File: config.mk
export PLATFORM = sky130hd
export DESIGN_NAME = add32_accum
export DESIGN_NICKNAME = d
export VERILOG_FILES = /design/src/rtl/add32_accum_pkg.sv /design/src/rtl/add32_accum_cla.sv /design/src/rtl/add32_accum.sv
export SDC_FILE = /design/constraint.sdc
export NUM_CORES = 1
export LEC_CHECK = 0
export BUFFER_PORTS_ARGS = -buffer_cell sky130_fd_sc_hd__buf_2
export CAP_MARGIN = 10
export CORE_MARGIN = 8
export CORE_UTILIZATION = 49
export CTS_CLUSTER_SIZE = 25
export DETAILED_ROUTE_END_ITERATION = 10
export PLACE_DENSITY_LB_ADDON = 0.2
export SYNTH_ARGS = -nofsm -noshare
export SYNTH_HDL_FRONTEND = slang
export SYNTH_SLANG_ARGS = --single-unit
File: constraint.sdc
create_clock -name clk -period 4.4 [get_ports clk]
set_input_delay 0.22 -clock clk [delete_from_list [all_inputs] [get_ports clk]]
set_output_delay 0.22 -clock clk [all_outputs]
set_load 0.01 [all_outputs]
File: src/rtl/add32_accum_pkg.sv
// Shared types and constants for the add32_accum stream accumulator.
// ADD32_ACCUM_SATURATE_EN (see add32_accum.sv) selects saturating accumulation.
package add32_accum_pkg;

  localparam int unsigned ADD32_W = 32;
  localparam int unsigned CLA_GRP_W = 4;

  typedef enum logic [1:0] {
    ST_IDLE  = 2'd0,
    ST_ACCUM = 2'd1,
    ST_DONE  = 2'd2
  } state_e;

  // Result payload as presented on the output channel (count carried separately
  // because its width is a parameter of the top).
  typedef struct packed {
    logic [ADD32_W-1:0] sum;
    logic               carry;
  } result_t;

endpackage

File: src/rtl/add32_accum_cla.sv
// 32-bit carry-lookahead adder: 4-bit lookahead groups chained by group carries.
module add32_accum_cla
  import add32_accum_pkg::*;
(
  input  logic [ADD32_W-1:0] A,
  input  logic [ADD32_W-1:0] B,
  output logic [ADD32_W-1:0] S,
  output logic               Cout
);

  localparam int unsigned NGRP = ADD32_W / CLA_GRP_W;

  logic [ADD32_W-1:0] g;
  logic [ADD32_W-1:0] p;
  logic [ADD32_W-1:0] c;
  logic [NGRP-1:0]    gg;
  logic [NGRP-1:0]    gp;
  logic [NGRP:0]      gc;

  assign g = A & B;
  assign p = A ^ B;

  // Group generate/propagate, group carry chain, then in-group carries.
  always_comb begin
    gg = '0;
    gp = '0;
    gc = '0;
    c  = '0;
    for (int j = 0; j < int'(NGRP); j++) begin
      gp[j] = &p[j*CLA_GRP_W +: CLA_GRP_W];
      gg[j] = g[j*CLA_GRP_W+3]
            | (p[j*CLA_GRP_W+3] & g[j*CLA_GRP_W+2])
            | (p[j*CLA_GRP_W+3] & p[j*CLA_GRP_W+2] & g[j*CLA_GRP_W+1])
            | (p[j*CLA_GRP_W+3] & p[j*CLA_GRP_W+2] & p[j*CLA_GRP_W+1] & g[j*CLA_GRP_W]);
    end
    gc[0] = 1'b0;
    for (int j = 0; j < int'(NGRP); j++) begin
      gc[j+1] = gg[j] | (gp[j] & gc[j]);
    end
    for (int i = 0; i < int'(ADD32_W); i++) begin
      if ((i % int'(CLA_GRP_W)) == 0) begin
        c[i] = gc[i / int'(CLA_GRP_W)];
      end else begin
        c[i] = g[i-1] | (p[i-1] & c[i-1]);
      end
    end
  end

  assign S    = p ^ c;
  assign Cout = gc[NGRP];

endmodule

File: src/rtl/add32_accum.sv
// Stream accumulator: sums a valid/ready packet of words through the CLA and
// presents one registered result. ADD32_ACCUM_SATURATE_EN clamps acc on overflow.
module add32_accum
  import add32_accum_pkg::*;
#(
  parameter int unsigned MAX_WORDS = 16,
  parameter int unsigned CNT_W     = 8
) (
  input  logic               clk,
  input  logic               rst,
  input  logic               in_valid,
  output logic               in_ready,
  input  logic [ADD32_W-1:0] in_data,
  input  logic               in_last,
  output logic               out_valid,
  input  logic               out_ready,
  output logic [ADD32_W-1:0] out_sum,
  output logic               out_carry,
  output logic [CNT_W-1:0]   out_count
);

  state_e             state_q, state_d;
  result_t            res_q, res_d;
  logic [CNT_W-1:0]   count_q, count_d;
  logic               in_ready_q, in_ready_d;
  logic               out_valid_q, out_valid_d;

  logic [ADD32_W-1:0] cla_s;
  logic               cla_cout;
  logic               beat_c;
  logic               term_c;
  logic [CNT_W-1:0]   count_inc_c;

  add32_accum_cla u_cla (
    .A    (res_q.sum),
    .B    (in_data),
    .S    (cla_s),
    .Cout (cla_cout)
  );

  assign beat_c      = in_valid & in_ready_q;
  assign count_inc_c = count_q + CNT_W'(1);
  assign term_c      = in_last | (count_inc_c == CNT_W'(MAX_WORDS));

  always_ff @(posedge clk or posedge rst) begin
    if (rst) begin
      state_q     <= ST_IDLE;
      res_q       <= '0;
      count_q     <= '0;
      in_ready_q  <= 1'b0;
      out_valid_q <= 1'b0;
    end else begin
      state_q     <= state_d;
      res_q       <= res_d;
      count_q     <= count_d;
      in_ready_q  <= in_ready_d;
      out_valid_q <= out_valid_d;
    end
  end

  always_comb begin
    state_d = state_q;
    res_d   = res_q;
    count_d = count_q;

    if (beat_c) begin
`ifdef ADD32_ACCUM_SATURATE_EN
      res_d.sum = cla_cout ? '1 : cla_s;
`else
      res_d.sum = cla_s;
`endif
      res_d.carry = res_q.carry | cla_cout;
      count_d     = count_inc_c;
    end

    case (state_q)
      ST_IDLE, ST_ACCUM: begin
        if (beat_c) begin
          state_d = term_c ? ST_DONE : ST_ACCUM;
        end
      end
      ST_DONE: begin
        if (out_ready) begin
          state_d = ST_IDLE;
          res_d   = '0;
          count_d = '0;
        end
      end
      default: begin
        state_d = ST_IDLE;
        res_d   = '0;
        count_d = '0;
      end
    endcase

    // Handshake flags follow the next state so they are valid right after the edge.
    in_ready_d  = (state_d != ST_DONE);
    out_valid_d = (state_d == ST_DONE);
  end

  assign in_ready  = in_ready_q;
  assign out_valid = out_valid_q;
  assign out_sum   = res_q.sum;
  assign out_carry = res_q.carry;
  assign out_count = count_q;

endmodule

**Word level (Yosys, flattened, before mapping)**

Index checks and enable logic that the tools add are counted.

- Register bits: 45
- Input port bits: 37
- Output and inout bits: 43
- Word-level logic and storage cells: 161

- Add/subtract/negate cells: 1
- Equality and inequality tests: 5
- Muxes and demuxes: 10
- Bitwise operators: 130
- Reduce and logical (&&, ||, !) cells: 9

Operators by type and width:

| operator | number |
|---|---|
| $and 1x1->1 | 71 |
| $mux 33 | 2 |
| $pmux 33 s2 | 1 |
| $xor 32x32->32 | 2 |
| $or 1x1->1 | 56 |
| $and 32x32->32 | 1 |
| $reduce_and 4->1 | 7 |
| $mux 8 | 2 |
| $pmux 8 s2 | 1 |
| $add 8x1->8 const B | 1 |
| $eq 8x5->1 const B | 1 |
| $mux 2 | 3 |
| $eq 2x2->1 const B | 2 |
| $pmux 2 s2 | 1 |
| $eq 2x1->1 const B | 1 |
| $logic_not 2->1 | 1 |
| $ne 2x2->1 const B | 1 |
| $reduce_or 2->1 | 1 |

**Depth between registers and ports, before layout**

Gate-level depths: netlist of the first run.

- Word-level depth: 27
- Depth in mapped cells: 13
- Gate-level depth less buffers: 13

**Cells and area by module**

Synthesis of the first run repeated with hierarchy kept, for this count alone.

- Cell total of the unflattened synthesis: 342
- Area, all modules: 3,253.1 µm²

Modules (own cells, without submodules):

| module | instances | cells an instance | area each (µm²) | sequential area each (µm²) |
|---|---|---|---|---|
| add32_accum | 1 | 215 | 1,958.1 | 1,126.1 |
| add32_accum_cla | 1 | 127 | 1,295.0 | 0.0 |

**Least setup slack after synthesis of the first run**

No wires, ideal clock.

- Kind: register to register
- Start point: reg res_q (netlist bit out_sum[3])
- End point: reg res_q (netlist bit out_sum[19])
- Arrival time: 3.117 ns
- Data required time: 4.322 ns
- Path slack: 1.205 ns
- Stages on the path, launching flop included: 14
- Buffers on the path: 0
- Clock period less this slack: 3.195 ns
- Cells stage by stage: dfrtp_1 -> ha_1 -> nand2_1 -> o21ai_2 -> a221oi_2 -> o31a_1 -> o21ai_0 -> inv_1 -> fa_1 -> fa_1 -> fa_1 -> xnor2_1 -> nand2_1 -> a21oi_1

RTL lines:

| what | line | RTL |
|---|---|---|
| start: declaration | add32_accum.sv:23 | `result_t res_q, res_d;` |
| start signal: assignment | add32_accum.sv:54 | `res_q <= res_d;` |

==> flow_metrics.py, run 1 <==
metrics = {
    "status": {
        "run_status": "completed",
    },
    "cts": {
        "cts_resized": 0,
        "numCtsBuffers": 5,
        "cts_tree": "done",
        "clk_path_buf_depth": 2,
        "cts_root_buffer": "clkbuf_8",
        "cts_sinks": 45,
        "htreeDepth": 2,
        "cts_hold_buf": 0,
        "post_cts_buffers": 0,
        "clk_pin_slew_ns": 0.09,
        "clk_latency_ns": 0.30,
    },
    "placed_design": {
        "gp_congestion": 0.827,
        "dpl.hpwl_mm": 5.49,
        "place_inst": 486,
        "io_buffers": 79,
    },
    "floorplanning": {
        "dieArea_um2": 9440,
        "design.core.area_um2": 6350,
        "die_w_um": 97.2,
        "io_pins": 80,
        "die_h_um": 97.2,
        "initial_core_util_pct": 50.8,
        "rows": 29,
    },
    "setup_path": {
        "endpoint_kind": "flip-flop",
        "r2r_cells": 12,
        "critical_path_class": "flip-flop to flip-flop",
        "start_kind": "flip-flop",
        "cp_max_fo": 3,
        "required_ns": 4.63,
        "crit_arrival_ns": 3.65,
    },
    "power": {
        "net-switching-power_uw": 1110,
        "p_seq_share_pct": 30.7,
        "power.density_nw_per_um2": 651,
        "p_sw_share_pct": 44.7,
        "p_int_uw": 1370,
        "vdd_drop_max_v": 0.000316,
        "comb_power_share_pct": 56.1,
        "leakagePower_uw": 0.00198,
        "p_clk_share_pct": 13.1,
        "power_uw": 2480,
    },
    "synth": {
        "yosysWarnings": 0,
        "synth_area_per_cell_um2": 9.49,
        "synthTopCellsByArea": "dfrtp_1, fa_1, ha_1, inv_1, a211oi_1",
        "synth-seq-cells": 45,
        "ys_async_sr_fraction_pct": 100,
        "ys_seq_area_share_pct": 34.9,
        "synth.distinct_cells": 35,
        "synth_area_um2": 3230,
        "synth_nets": 433,
        "synth_top_cell_by_area": "dfrtp_1",
        "synth_top_area_share_pct": 34.9,
        "synthCells": 340,
        "synth_edf_count": 0,
        "ys.flop_type": "dfrtp_1",
    },
    "global_routing": {
        "antenna_found_initial": 1,
        "grt_max_degree": 65,
        "grt_pass1_vias": 2762,
        "grt_pass1_wl_mm": 12.7,
        "grtUsageTotal_pct": 16.0,
        "overflow": 0,
    },
    "sta": {
        "worst_slew_pin_slew_ns": 0.978,
        "hold_viol": 0,
        "maxSlewHeadroom_pct": 34.7,
        "fin_crit_ns": 3.41,
        "period_share_pct": 77.6,
        "fmax_mhz": 293,
        "setup_tns_ns": 0,
        "setup_violations": 0,
        "clock_skew_ns": 0.00880,
        "rsz0062_at_grt": "no",
        "timing.final.max_slew_violations": 0,
    },
    "cells_and_area": {
        "layout_common_cells": "buf_2, inv_1, dfrtp_1, nor2_1",
        "stdcell_count": 494,
        "antennaDiodeCount": 0,
        "syn_to_final_growth_pct": 17.9,
        "final_nets": 509,
        "nFillCells": 570,
        "final_common_cell": "buf_2",
        "drive_gt1_share_pct": 22.8,
        "post-route-util_pct": 59.9,
    },
    "min_path": {
        "hold_path.class": "input port to asynchronous set/reset pin",
    },
    "detailed_routing": {
        "ant_nets": 0,
        "firstDrtPassIters": 4,
        "vias": 2615,
        "drcViolationCount": 0,
        "vias_per_cell": 5.29,
        "wl_per_cell_um": 15.0,
        "wirelength_mm": 7.40,
        "dr.first_iter.drc_count": 65,
    },
    "flow_run": {
        "cap_violations": 0,
    },
}
[power by group through the flow]
stage	Combinational [µW]	Clock, µW	Sequential (µW)
after floorplan	918	0	816
after global placement	1370	0	761
after detailed placement	1410	0	769
after CTS	1420	339	764
after global routing	1600	351	795
final	1390	326	762
[critical path, cell delays in order (launching register included)]
cell	delay [ns]
dfrtp_1	0.41
ha_1	0.36
and4_1	0.22
a221oi_2	0.09
o31a_1	0.38
o21ai_0	0.28
inv_1	0.09
fa_1	0.39
fa_1	0.39
fa_1	0.38
xnor2_1	0.14
nand2_1	0.06
a21oi_1	0.17
[area by class of cell]
| class | count | area [µm²] | area share [%] |
|---|---|---|---|
| clock inverter | 3 | 46.3 | 1.22 |
| multi-input combinational | 232 | 1870 | 49.0 |
| clock buffer | 5 | 68.8 | 1.81 |
| inverter | 51 | 191 | 5.03 |
| sequential | 45 | 1130 | 29.6 |
| timing repair buffer | 81 | 410 | 10.8 |
| tap | 77 | 96.3 | 2.53 |
[registers in the layout, summed over array words and instances (netlist names)]
name	flops
out_valid	1
out_count	8
out_carry	1
out_sum	32
in_ready	1
state_q	2
[routing by layer]
metal	global-route usage, %	vias to the layer above	wire, µm
li1	-	1277	-
met1	19.0	1274	3210
met2	27.4	56	3690
met3	4.62	6	421
met4	4.38	2	65
met5	0	-	10
[cells in the mapped netlist, drive strengths merged, types with 5 or more instances]
cell type	n
a211oi	24
nand2	33
xor2	5
fa	23
clkbuf	10
dfrtp	45
a21oi	25
inv	51
ha	33
nand3	5
xnor2	10
nor2	38
o21ai	6
[path summary, 6_finish.rpt]
check	startpoint	to	slack [ns]
worst max-delay path	out_sum[7]$_DFF_PP0_	out_sum[19]$_DFF_PP0_	0.99
worst min-delay path	rst	out_sum[14]$_DFF_PP0_	0.14
worst max register to register	out_sum[7]$_DFF_PP0_	out_sum[19]$_DFF_PP0_	0.99
worst min register to register	out_sum[3]$_DFF_PP0_	out_sum[3]$_DFF_PP0_	0.54
max in group asynchronous	rst	out_carry$_DFF_PP0_	3.66
min in group clk	in_last	state_q[0]$_DFF_PP0_	0.23
[through the flow]
| step | setup WS, ns | instance area, µm² | hold WS (ns) |
|---|---|---|---|
| after floorplan | 1.20 | 3230 | 0.446 |
| after global placement | 1.07 | 3690 | 0.504 |
| after detailed placement | 0.983 | 3690 | 0.528 |
| after CTS | 0.983 | 3810 | 0.179 |
| after global routing | 0.809 | 3810 | 0.222 |
| final | 0.987 | 3810 | 0.138 |
[cell families (layout without fill, tap and decap cells)]
logic type | after synthesis | after routing | synth area share [%]
compound gates | 70 | 70 | 14.5
xor+xnor | 15 | 15 | 4.07
fa+ha+maj | 56 | 56 | 27.1
buf+inv | 63 | 140 | 7.33
flops | 45 | 45 | 34.9
simple gates | 91 | 91 | 12.1
No activity file was read; power rests on OpenSTA's default activity.
==> run 2, diff against run 1 <==
==> constraint.sdc (replaced) <==
create_clock -name clk -period 2.75 [get_ports clk]
set_input_delay 0.1375 -clock clk [delete_from_list [all_inputs] [get_ports clk]]
set_output_delay 0.1375 -clock clk [all_outputs]
set_load 0.01 [all_outputs]
==> run 2 against run 1 <==
Compared with the run above: the flow now finishes with violations (negative setup slack); combinational power grew 120%; largest power group unchanged; count of clock-buffer cells in the layout unchanged; via count increased by 7.1%.
==> flow_metrics.py, run 2 (synthesized netlist as in run 1, its figures left out) <==
metrics = {
    "cells_and_area": {
        "antennaDiodeCount": 0,
        "nFillCells": 502,
        "largest_reg_flops": 32,
        "final_nets": 551,
        "final_common_cell": "buf_2",
        "post-route-util_pct": 68.4,
        "stdcell_count": 536,
        "syn_to_final_growth_pct": 34.6,
        "drive_gt1_share_pct": 38.6,
        "layout_common_cells": "buf_2, inv_1, dfrtp_1, buf_4, nor2_1",
    },
    "sta": {
        "hold_viol": 0,
        "fin_crit_ns": 3.17,
        "rsz0062_at_grt": "yes",
        "period_share_pct": 115,
        "setup_violations": 12,
        "fmax_mhz": 316,
        "setup_ws_ns": -0.419,
        "worst_slew_pin_slew_ns": 0.987,
        "clock_skew_ns": 0.00649,
        "maxSlewHeadroom_pct": 34.1,
        "timing.final.max_slew_violations": 0,
    },
    "power": {
        "p_clk_share_pct": 12.7,
        "p_seq_share_pct": 23.7,
        "power_uw": 4900,
        "comb_power_share_pct": 63.6,
        "power.density_nw_per_um2": 1130,
        "p_sw_share_pct": 42.5,
        "net-switching-power_uw": 2080,
        "vdd_drop_max_v": 0.000616,
        "p_int_uw": 2820,
        "leakagePower_uw": 0.00222,
    },
    "global_routing": {
        "antenna_found_initial": 0,
        "grtUsageTotal_pct": 18.0,
        "grt_pass1_vias": 3128,
        "grt_pass1_wl_mm": 14.4,
        "grt_max_degree": 64,
        "overflow": 0,
    },
    "detailed_routing": {
        "firstDrtPassIters": 4,
        "vias_per_cell": 5.23,
        "ant_nets": 0,
        "dr.first_iter.drc_count": 120,
        "wl_per_cell_um": 15.9,
        "drcViolationCount": 0,
        "vias": 2801,
        "wirelength_mm": 8.55,
    },
    "floorplanning": {
        "rows": 29,
        "die_w_um": 97.2,
        "io_pins": 80,
        "initial_core_util_pct": 50.8,
        "design.core.area_um2": 6350,
        "dieArea_um2": 9440,
        "die_h_um": 97.2,
    },
    "setup_path": {
        "r2r_slack_ns": -0.42,
        "cp_max_fo": 3,
        "critical_path_class": "flip-flop to flip-flop",
        "start_kind": "flip-flop",
        "required_ns": 2.98,
        "endpoint_kind": "flip-flop",
        "crit_arrival_ns": 3.40,
    },
    "cts": {
        "clk_latency_ns": 0.30,
        "cts_root_buffer": "clkbuf_8",
        "clk_pin_slew_ns": 0.10,
        "clk_path_buf_depth": 2,
        "cts_hold_buf": 0,
        "htreeDepth": 2,
        "numCtsBuffers": 5,
        "cts_tree": "done",
        "cts_sinks": 45,
    },
    "placed_design": {
        "io_buffers": 79,
        "dp_slack_ns": -0.428,
        "dpl.hpwl_mm": 6.14,
        "gp_congestion": 0.767,
        "place_inst": 521,
    },
    "min_path": {
        "hold_path.class": "input port to asynchronous set/reset pin",
    },
    "flow_run": {
        "cap_violations": 0,
    },
    "status": {
        "run_status": "finished with violations",
        "violations": "negative setup slack",
    },
}
## run 2: cell count changes in the layout (fill, tap and decap cells not counted), moves of 5 or more
cell / change
fa_1: -17
fa_2: +17
buf_4: +41
a21oi_1: -6
a21oi_2: +5
## run 2: power by group through the flow
stage	Clock [µW]	Combinational [µW]	Sequential, µW
2_1_floorplan	0	1520	1320
3_3_place_gp	0	2670	1160
3_5_place_dp	0	2790	1170
4_1_cts	635	3030	1160
5_1_grt	658	3500	1200
6_report	623	3120	1160
## run 2: final cells by class
cell class	count	area [µm²]	share of cell area (%)
clock buffers	5	68.8	1.58
flip-flops and latches	45	1130	26.0
well taps	77	96.3	2.22
inverters	51	191	4.41
multi-input cells	232	2060	47.5
repair buffers	123	729	16.8
clock inverters	3	68.8	1.58
## run 2: repair_timing
item | 4_1_cts | 5_1_grt
pin swaps | 10 | 12
resized for setup | 15 | 13
setup endpoints to repair | 13 | 19
setup buffers | 11 | 3
gates cloned | 0 | 0
## run 2: layer usage
layer	up-vias	global-route usage (%)	wire, µm
li1	1361	-	-
met1	1363	22.0	3670
met2	68	30.6	4300
met3	9	4.77	476
met4	0	4.14	96
met5	-	0	0
## run 2: metrics by stage
stage / cell area [µm²] / hold WS, ns / setup TNS, ns
detailed placement: 4020 / 0.441 / -3.42
CTS: 4300 / 0.107 / -3.54
global route: 4340 / 0.150 / -5.02
finish: 4340 / 0.0549 / -3.49
floorplan: 3300 / 0.363 / -1.40
global placement: 4020 / 0.433 / -2.34
## run 2: path summary, 6_finish.rpt
path / cells after the start / end / from
max: 13 / out_sum[19]$_DFF_PP0_ / out_sum[3]$_DFF_PP0_
min: 2 / out_count[0]$_DFF_PP0_ / rst
max reg2reg: 13 / out_sum[19]$_DFF_PP0_ / out_sum[3]$_DFF_PP0_
min reg2reg: 2 / state_q[0]$_DFF_PP0_ / state_q[0]$_DFF_PP0_
max in group asynchronous: 2 / out_sum[3]$_DFF_PP0_ / rst
min in group clk: 3 / state_q[0]$_DFF_PP0_ / in_last
## run 2: worst max-delay path: stages (launching register included)
cell	delay, ns
dfrtp_2	0.43
ha_4	0.29
nand2_4	0.05
o21ai_4	0.16
a221oi_2	0.09
o31a_1	0.32
o21ai_2	0.18
inv_1	0.08
fa_2	0.35
fa_2	0.35
fa_2	0.37
xnor2_2	0.15
nand2_1	0.09
a21oi_2	0.18
